--- src/rtl/kyber_coef_io_seq.sv ---
// kyber_coef_io_seq: streams one 256-coefficient polynomial into or out of the
// two-sided coefficient banks (BR1/BR2) in natural or NTT-interleaved layout.
// Ports: clk, reset (async, active-low); load_start/read_start/mode start an
// operation; din/din_valid carry load beats; dout/out_valid/out_ready carry
// read beats; bram_* drive the banks; busy/done report status.
module kyber_coef_io_seq #(
  parameter int PE_NUMBER = 1,
  parameter int W = 12,
  parameter int AW = $clog2(128 / PE_NUMBER)
) (
  input  logic                    clk,
  input  logic                    reset,
  input  logic                    load_start,
  input  logic                    read_start,
  input  logic                    mode,
  input  logic [W*PE_NUMBER-1:0]  din,
  input  logic                    din_valid,
  output logic [W*PE_NUMBER-1:0]  dout,
  output logic                    out_valid,
  input  logic                    out_ready,
  output logic                    bram_we,
  output logic                    bram_re,
  output logic                    bram_sel,
  output logic [AW-1:0]           bram_addr,
  output logic [W*PE_NUMBER-1:0]  bram_wdata,
  input  logic [W*PE_NUMBER-1:0]  bram_rdata,
  output logic                    busy,
  output logic                    done
);

  localparam int DW = W * PE_NUMBER;
  localparam int BW = AW + 1;

  localparam logic [1:0] IDLE  = 2'd0;
  localparam logic [1:0] LOAD  = 2'd1;
  localparam logic [1:0] READ  = 2'd2;
  localparam logic [1:0] DRAIN = 2'd3;

  logic [1:0]    state;
  logic [BW-1:0] b;
  logic          mode_q;
  logic          inflight;
  logic [1:0]    fcnt;
  logic          wptr;
  logic          rptr;
  logic [DW-1:0] mem [2];
  logic          done_q;

  logic          act;
  logic          pop;
  logic          issue;
  logic          last;
  logic [2:0]    occ;
  logic [AW-1:0] row_ntt;
  logic [AW-1:0] row_nat;

  assign act  = (state == LOAD) || (state == READ);
  assign last = (b == '1);
  assign pop  = out_valid & out_ready;

  // Slots already claimed: buffered beats plus the read still in the bank.
  // A beat popped this cycle frees its slot for an issue in the same cycle.
  assign occ   = {1'b0, fcnt} + {2'b0, inflight};
  assign issue = (state == READ) && (occ < 3'd2 + {2'b0, pop});

  // In both layouts the bank side is the beat LSB; the NTT order
  // {0,2,1,3} only swaps which of b[1:0] selects the row LSB.
  assign row_ntt = {b[BW-1:2], b[1]};
  assign row_nat = b[BW-1:1];

  assign bram_sel   = act & b[0];
  assign bram_addr  = act ? (mode_q ? row_ntt : row_nat) : '0;
  assign bram_we    = (state == LOAD) & din_valid;
  assign bram_re    = issue;
  assign bram_wdata = (state == LOAD) ? din : '0;

  assign out_valid = (fcnt != 2'd0);
  assign dout      = out_valid ? mem[rptr] : '0;
  assign busy      = (state != IDLE);
  assign done      = done_q;

  always_ff @(posedge clk or negedge reset) begin
    if (!reset) begin
      state    <= IDLE;
      b        <= '0;
      mode_q   <= 1'b0;
      inflight <= 1'b0;
      fcnt     <= 2'd0;
      wptr     <= 1'b0;
      rptr     <= 1'b0;
      mem[0]   <= '0;
      mem[1]   <= '0;
      done_q   <= 1'b0;
    end else begin
      done_q   <= 1'b0;
      inflight <= issue;
      if (inflight) begin
        mem[wptr] <= bram_rdata;
        wptr      <= ~wptr;
      end
      if (pop) rptr <= ~rptr;
      fcnt <= fcnt + {1'b0, inflight} - {1'b0, pop};
      unique case (state)
        IDLE: begin
          if (load_start) begin
            state  <= LOAD;
            mode_q <= mode;
            b      <= '0;
          end else if (read_start) begin
            state  <= READ;
            mode_q <= mode;
            b      <= '0;
          end
        end
        LOAD: begin
          if (din_valid) begin
            b <= b + 1'b1;
            if (last) begin
              state  <= IDLE;
              done_q <= 1'b1;
            end
          end
        end
        READ: begin
          if (issue) begin
            b <= b + 1'b1;
            if (last) state <= DRAIN;
          end
        end
        DRAIN: begin
          if (!inflight && (fcnt == {1'b0, pop})) begin
            state  <= IDLE;
            done_q <= 1'b1;
          end
        end
      endcase
    end
  end

endmodule

--- config.mk ---
export PLATFORM = sky130hd
export DESIGN_NAME = kyber_coef_io_seq
export DESIGN_NICKNAME = d
export VERILOG_FILES = /design/src/rtl/kyber_coef_io_seq.sv
export SDC_FILE = /design/constraint.sdc
export NUM_CORES = 1
export LEC_CHECK = 0
export CAP_MARGIN = 5
export CORE_UTILIZATION = 50
export CTS_CLUSTER_DIAMETER = 80
export DETAILED_ROUTE_END_ITERATION = 8
export GPL_TIMING_DRIVEN = 0
export PLACE_DENSITY = 0.85
export REMOVE_ABC_BUFFERS = 1
export SYNTH_ARGS = -nofsm -noshare
export SYNTH_HDL_FRONTEND = slang
export SYNTH_SLANG_ARGS = --single-unit
export TNS_END_PERCENT = 1
--- constraint.sdc ---
create_clock -name clk -period 2.8 [get_ports clk]
set_input_delay 0.84 -clock clk [delete_from_list [all_inputs] [get_ports clk]]
set_output_delay 0.84 -clock clk [all_outputs]
set_load 0.01 [all_outputs]
==> metrics.txt <==
PD cells 1090 mW/mm^2; Detailed Routing Iterations Pass 1 4; sequential element share of the synthesized area 0.454; number of I/O pins 68; Final Cell Area 0.00300 sq mm; Fillers 323; Peak VDD IR 0.549 mV; Vias/cell approximately 5.4; Yosys cell types 32; Total Nets Final about 300; Hold WC Path Type reg -> reg; routed vias between 1,500 and 2,000; Initial Utilization 0.535; clk_skew approximately 5.3 ps; Iter 0 DRT Violations 85; CP Max Fanout 1; multiplexer share of the synthesized area 0.200; Antenna Violating Nets Remaining 0; Final min period about 2800 ps; status complete, no violations; max_cap viols 0; final worst-path cycle share 0.990; fmax 361 MHz; Seq cells post-synth 40; Bufs and invs on worst path 2; largest net degree at the start of global routing about 40; Residual DRC 0; CP dominant cell by count clkdlybuf4s50_1; Hold Worst Slack 503 ps; Overflow after GRT 0; CP top delay family buffers and inverters; Area growth syn-to-layout 36.3%; async set or reset register ratio after synthesis 1.00; layout cells sized above 1 0.163; Top FF cell, synth dfrtp_1; Post-CTS Hold Fix Bufs 0; non-filler cells, final 314; Worst Max-Slew Pin Slew roughly 1100 ps; Final Power 3.27 mW; max incr delay on CP 520 ps; vias in the first global route 1,528; GPL Wtd Cong 0.835; # setup viols final 0; mapped cell area 0.00220 sq mm; Die Span Y 68.4 um; P_leak 1.31 nW; H-tree depth 2; Final Hold Viols 0; Avg WL per Cell ~14 um; Slew Viols, Final 0; DPL Wire Length 3.18 mm; fraction of the mapped netlist area in adder cells 0.0568; Mapped Avg Cell Area roughly 11 sq um; root cell of the clock tree clkbuf_8; gate count of the mapped netlist between 150 and 200; placed instance area around 0.0029 sq mm; CP Data Arrival Time a little under 2000 ps; Synth Area in XOR/XNOR 0.0159; clock tree sinks 40; Crit-path slowest cell clkdlybuf4s50_1; CTS max path bufs 2; post-CTS setup repair buffer count 0; gr usage total 0.198; Final Core Density 0.730; area fraction in compound gates after synthesis 0.0647; CTS tree done; Die Wd around 68 um; worst-skew pair later-pin latency ~280 ps; Critical Path Source Type primary input; CTS Buf Count 5; post-synthesis simple-gate area fraction 0.171; slew margin rel. 0.262; initial antenna violation count 0; core area about 0.004 sq mm; Total Wirelength ~4.4 mm; clock-pin slew on the worst setup and hold paths ~70 ps; crit-path cells clkdlybuf4s50_1, and2_1, clkdlybuf4s50_1; Yosys Warn Count 0; CP Capture Type primary output; Rows 23; placed insts 306; first-pass GRT wire length 6.89 mm; combinational family with the most area after synthesis multiplexers; Antenna diodes 0; RSZ-0062 raised after global routing true; EDFF count, synth 0; CP required 1960 ps; IO Port Bufs 66; crit path kind in -> out; die area between 0.004 and 0.005 sq mm
==> synth_stat cells, types with 2 or more instances <==
| library cell | n | share of area |
|---|---|---|
| a32o_1 | 4 | 0.018 |
| and2_1 | 22 | 0.062 |
| buf_2 | 3 | 0.0068 |
| clkbuf_1 | 5 | 0.0085 |
| dfrtp_1 | 40 | 0.45 |
| ha_1 | 10 | 0.057 |
| inv_1 | 10 | 0.017 |
| mux2_2 | 24 | 0.12 |
| mux2i_1 | 17 | 0.077 |
| nand2_1 | 7 | 0.012 |
| nand2b_1 | 2 | 0.0057 |
| nand3_1 | 10 | 0.023 |
| nor2_1 | 17 | 0.029 |
| nor2b_1 | 2 | 0.0057 |
| nor3_1 | 3 | 0.0068 |
| o21ai_0 | 5 | 0.011 |
| xnor2_1 | 3 | 0.012 |
==> sequential cells by signal (all words and copies together) (netlist names) <==
register / count
fcnt: 2
wptr: 1
b: 8
done: 1
inflight: 1
mem: 24
rptr: 1
state: 2
==> cell families after synthesis <==
kind of cell / after synthesis
adders and majority gates: 10
xor gates and xnor gates: 4
DFF: 40
muxes: 41
buffers and inverters: 19
and+or+nand+nor: 68
AOI/OAI and AO/OA: 17
==> report_power, final <==
group,internal [mW],total (mW),switching [mW]
registers,0.834,1.07,0.235
logic,1.02,1.82,0.800
clock network,0.201,0.382,0.181
total,2.06,3.27,1.22
==> stage by stage <==
stage / setup slack (ps) / TNS [ps]
after detailed placement: -345 / -384
after CTS: -36.6 / -36.6
final: 28.9 / 0
after floorplan: 702 / 0
after global placement: -333 / -4120
after global routing: -21.0 / -62.9
==> area by class of cell <==
cell class / instances / area [sq um] / share of cell area
multi-input combinational: 140 / 1150 / 0.384
sequential: 40 / 1000 / 0.334
timing repair buffer: 66 / 658 / 0.219
clock buffer: 8 / 90.1 / 0.0300
tap: 50 / 62.6 / 0.0208
inverter: 10 / 37.5 / 0.0125
==> path summary, 6_finish.rpt <==
check | startpoint | slack (ps) | end | depth (start not counted)
worst max-delay path | din[0] | 30 | bram_wdata[0] | 3
worst min-delay path | wptr$_DFFE_PN0P_ | 500 | wptr$_DFFE_PN0P_ | 1
worst max register to register | fcnt[0]$_DFF_PN0_ | 750 | b[1]$_DFFE_PN0P_ | 5
worst min register to register | wptr$_DFFE_PN0P_ | 500 | wptr$_DFFE_PN0P_ | 1
max in group asynchronous | reset | 1530 | rptr$_DFFE_PN0P_ | 1
min in group asynchronous | reset | 670 | b[5]$_DFFE_PN0P_ | 1
==> routing by layer <==
layer  global-route usage  vias to the layer above  routed length [um]
met2                0.341                       35                2220
met3               0.0350                        6                 151
li1                     -                      818                   -
met1                0.249                      821                1960
met5                    0                        -                   0
met4               0.0677                        0                  65
==> layout by cell type (no fill, tap or decap), types with 2 or more instances in the layout <==
cell              n
nor3_1            3
clkbuf_1          2
ha_1              8
o21ai_0           4
nor2b_1           2
and2_1           22
nand3_1          10
xnor2_1           3
mux2i_1          17
nor2_1           16
mux2_2           24
a32o_1            4
clkdlybuf4s50_1  62
nand2_1           7
inv_2             2
dfrtp_1          39
inv_1             8
nand2b_1          2
clkbuf_8          6
==> what timing repair did <==
action / CTS / global route
endpoints found under the setup margin: 23 / 19
gates resized for setup: 9 / 7
pin swaps: 0 / 1
cloned: 0 / 0
No activity file was read; power rests on OpenSTA's default activity.
==> edit 1, RTL diff (same flow settings) <==
Reset style: synchronous (`reset`), changed in one clocked block. Comments in the files are not updated.
--- a/src/rtl/kyber_coef_io_seq.sv
+++ b/src/rtl/kyber_coef_io_seq.sv
@@ -79,7 +79,7 @@
   assign busy      = (state != IDLE);
   assign done      = done_q;
 
-  always_ff @(posedge clk or negedge reset) begin
+  always_ff @(posedge clk) begin
     if (!reset) begin
       state    <= IDLE;
       b        <= '0;
Function: differs if reset is asserted again (counterexample within 4 cycles, from zero or initial values and one cycle with reset low); with reset held inactive, the same outputs for 10 cycles.
==> edit 1 against the unedited design <==
  * Area after synthesis increased by 5.7%
  * Final area increased by 4.5%
  * Combinational power decreased by 30%
  * Largest power group unchanged
  * Non-clock buffer count increased by 1
  * Utilization decreased by 1.9 points
  * Total power decreased by 24%
  * Highest routed layer unchanged
  * First-iteration DRC count increased by 34%
  * Sequential power decreased by 20%
  * Sequential cell count increased by 1
  * Via count increased by 8.8%
  * Routed wire length increased by 9.9%
  * Critical path type unchanged
  * Worst setup slack got worse by 0.0021 ns
==> edit 1: results (changes against the unedited design) <==
[synth]
synth_async_sr_flop_share=0  ; -1.00
synth-edff-count=24  ; +24
synth_seq_area_share=0.455  ; +0.00114
yosysUniqueCellTypes=43  ; +34%
post_synth.cell_area_avg_um2=10.5  ; -4.8%

[hold_path]
timing.hold.worst.start=b[7]
hold_depth=2  ; +1
worst_hold_endpoint=b[7]

[placed_design]
placed_cell_areas_um2=3020  ; +4.8%
gp_congestion=0.853  ; +2.2%

[clock_tree]
worstSkewPairLatency_ns=0.30  ; +0.02 ns

[worst_setup_path]
r2r_setup_slack_ns=0.70  ; -0.05 ns
reg2reg_depth=7  ; +2
r2r-start=fcnt[1]
worstReg2RegEnd=state[0]

[global_route]
grt_pass1_wl_mm=8.23  ; +20%
grt_util_all_layers=0.209  ; +0.0109

[sta]
finalClockSkew_ns=0.00631  ; +0.00102 ns

[drt]
drt_first_iter_violations=114  ; +34%

[pwr]
vdd.ir_drop.worst_mv=0.681  ; +24%
p_leak_nw=1.26  ; -3.4%

[status]
run_status=finished, final reports clean

[layout]
layout.nets=326  ; +7.2%
drive_above_1_share=0.105  ; -0.0580
stdcell_count=338  ; +7.6%

==> edit 1: area by class of cell <==
cell class	instances	area, um^2
well taps	52	65.1
clock buffers	5	68.8
flip-flops and latches	41	1060
fillers	334	1270
clock inverters	3	17.5
repair buffers	67	674
inverters	8	30.0
multi-input cells	162	1220
==> edit 1: worst max path at each step <==
stage / cells past startpoint / start / to / slack [ns]
2_1_floorplan: 7 / out_ready / state[0] / 0.50
3_3_place_gp: 3 / reset / mem[1][11] / -0.51
3_5_place_dp: 3 / reset / mem[1][0] / -0.55
4_1_cts: 6 / out_ready / bram_re / -0.12
5_1_grt: 3 / din[5] / bram_wdata[5] / 0.001
6_report: 3 / din[7] / bram_wdata[7] / 0.03
==> edit 1: report_power, final <==
group,switching (mW),internal [mW]
logic,0.619,0.652
registers,0.110,0.741
clock network,0.209,0.172
==> edit 1: cell families (layout without fill, tap and decap cells) <==
group           after synthesis  after routing  share of synthesized area
compound gates               31             31                      0.120
xor+xnor                      4              4                     0.0150
fa+ha+maj                    10             10                     0.0537
buf+inv                      18             83                     0.0333
flops                        41             41                      0.455
mux                          13             13                     0.0559
simple gates                104            104                      0.266
==> edit 1: stage by stage <==
| step | setup slack (ns) | hold slack [ns] |
|---|---|---|
| 2_1_floorplan | 0.503 | 0.475 |
| 3_3_place_gp | -0.514 | 0.509 |
| 3_5_place_dp | -0.553 | 0.515 |
| 4_1_cts | -0.125 | 0.532 |
| 5_1_grt | 0.00124 | 0.572 |
| 6_report | 0.0268 | 0.526 |
==> edit 1: what timing repair did <==
action / 4_1_cts / 5_1_grt
resized for setup: 8 / 14
gates cloned: 0 / 0
hold buffers: 0 / 0
hold endpoints to repair: 0 / 0
endpoints found under the setup margin: 35 / 45
==> edit 1: metal layers <==
metal,GRT usage,share of wire,routed length (um)
met5,0,0,0
met4,0.0578,0.015,74
met3,0.0476,0.058,282
met2,0.349,0.51,2470
met1,0.271,0.42,2020
==> edit 1: worst max-delay path, stage by stage <==
cell	delay (ns)
sky130_fd_sc_hd__clkdlybuf4s50_1	0.45
sky130_fd_sc_hd__and2_1	0.11
sky130_fd_sc_hd__clkdlybuf4s50_1	0.54
==> edit 2, RTL diff (config.mk and constraints unchanged) <==
Made on the original files. Set the parameter `W` to 18 (it was 12).
--- a/src/rtl/kyber_coef_io_seq.sv
+++ b/src/rtl/kyber_coef_io_seq.sv
@@ -5,7 +5,7 @@
 // read beats; bram_* drive the banks; busy/done report status.
 module kyber_coef_io_seq #(
   parameter int PE_NUMBER = 1,
-  parameter int W = 12,
+  parameter int W = 18,
   parameter int AW = $clog2(128 / PE_NUMBER)
 ) (
   input  logic                    clk,
Interface: changed (resized bram_rdata, bram_wdata, din and dout); port bits go from 68 to 92. The function was not compared with the original's and may differ.
==> edit 2 against the unedited design <==
  * Clock skew grew 0.0054 ns
  * Routed wire length grew 34%
  * Final area grew 29%
  * Area after synthesis grew 24%
  * Count of clock-buffer cells in the layout shrank 1
  * Clock power grew 14%
  * Cell count grew 28%
  * Worst setup slack lost 0.010 ns
  * Die area grew 24%
  * Sequential share of layout area grew 0.35 points
  * Sequential cell count grew 12
  * Total power grew 24%
  * Critical path type unchanged
  * Largest power group unchanged
==> edit 2: results (changes against the unedited design) <==
[status]
run_status=finished, final reports clean

[layout]
layout.nets=384  ; +26%
layout.non_clock_inverters=9  ; -1
stdcell_count=402  ; +28%
filler_cell_count=385  ; +19%
area.share.sequential=0.337  ; +0.00349
drive_above_1_share=0.181  ; +0.0178
layout.comb_gates.multi_input=171  ; +22%
layout.clock.cell_area_share=0.0242  ; -0.00579
nNonClkBuffers=92  ; +39%
layout.nonclk_buf_frac=0.248  ; +0.0287
layout.clock_buffers=7  ; -1

[drt]
wl_met1_mm=2.56  ; +30%
met3WireLength_um=243  ; +61%
drt_first_iter_violations=100  ; +18%
wl_cell_um=14.7  ; +4.9%

[clock_tree]
clock_pin_slew_worst_setup_and_hold_paths_ns=0.09  ; +0.02 ns
worstSkewPairLatency_ns=0.30  ; +0.02 ns

[worst_setup_path]
timing.critical_path.from=din[11]
reg2reg_depth=6  ; +1
worstReg2RegEnd=b[3]
r2r_setup_slack_ns=0.67  ; -0.08 ns

[synth]
synthAdderAreaFrac=0.0456  ; -0.0112
yosysUniqueCellTypes=36  ; +13%
synth_compound_area_frac=0.0625  ; -0.00224
synth_top_cells_by_area=sky130_fd_sc_hd__dfrtp_1, sky130_fd_sc_hd__mux2_2, sky130_fd_sc_hd__mux2i_1
synthTopCellsByCount=sky130_fd_sc_hd__dfrtp_1, sky130_fd_sc_hd__mux2_2, sky130_fd_sc_hd__and2_1
synthCells=243  ; +22%
synthXorXnorAreaFrac=0.0128  ; -0.00313
mux_contribution_to_synthesized_area=0.222  ; +0.0218

[placed_design]
placed_cell_areas_um2=3710  ; +29%
dp.cells=394  ; +29%
place_hpwl_mm=4.36  ; +37%
gp_congestion=0.826  ; -1.0%
detailedPlace.worstSlack_ns=-0.444  ; -0.0992 ns

[pwr]
vdd.ir_drop.worst_mv=0.595  ; +8.4%
p_leak_nw=1.92  ; +46%
power_report.internal_total_mw=2.58  ; +26%
pwr_density_cell_nw_per_um2=1050  ; -3.9%
p_seq_mw=1.39  ; +30%
combinational_cell_power_consumption_mw=2.23  ; +23%

[sta]
timing.max_slew.rel_slack=0.449  ; +0.186
hold-worst-slack_ns=0.438  ; -0.0648 ns
final.setup.worst_slack_ns=0.0188  ; -0.0101 ns

[global_route]
grt_use_met2=0.376  ; +0.0357
grt_pass1_wl_mm=10.1  ; +47%
pin_count_of_the_biggest_net_entering_global_routing=39  ; -4.9%
grt_pass1_vias=2210  ; +45%
grt_util_all_layers=0.216  ; +0.0181

==> edit 2: changes by cell type in the layout (fill, tap and decap cells not counted), moves of 3 or more <==
| cell | delta |
|---|---|
| sky130_fd_sc_hd__nor2_1 | +5 |
| sky130_fd_sc_hd__and2_1 | +6 |
| sky130_fd_sc_hd__dfrtp_1 | +10 |
| sky130_fd_sc_hd__mux2_2 | +14 |
| sky130_fd_sc_hd__dlymetal6s2s_1 | +14 |
| sky130_fd_sc_hd__o21ai_0 | +3 |
| sky130_fd_sc_hd__nand3_1 | -7 |
| sky130_fd_sc_hd__o31ai_1 | +8 |
| sky130_fd_sc_hd__clkdlybuf4s50_1 | +9 |
| sky130_fd_sc_hd__a32o_1 | -4 |
==> edit 2: timing repair <==
action / 4_1_cts / 5_1_grt
resized for setup: 14 / 19
endpoints found under the setup margin: 47 / 24
cloned: 0 / 0
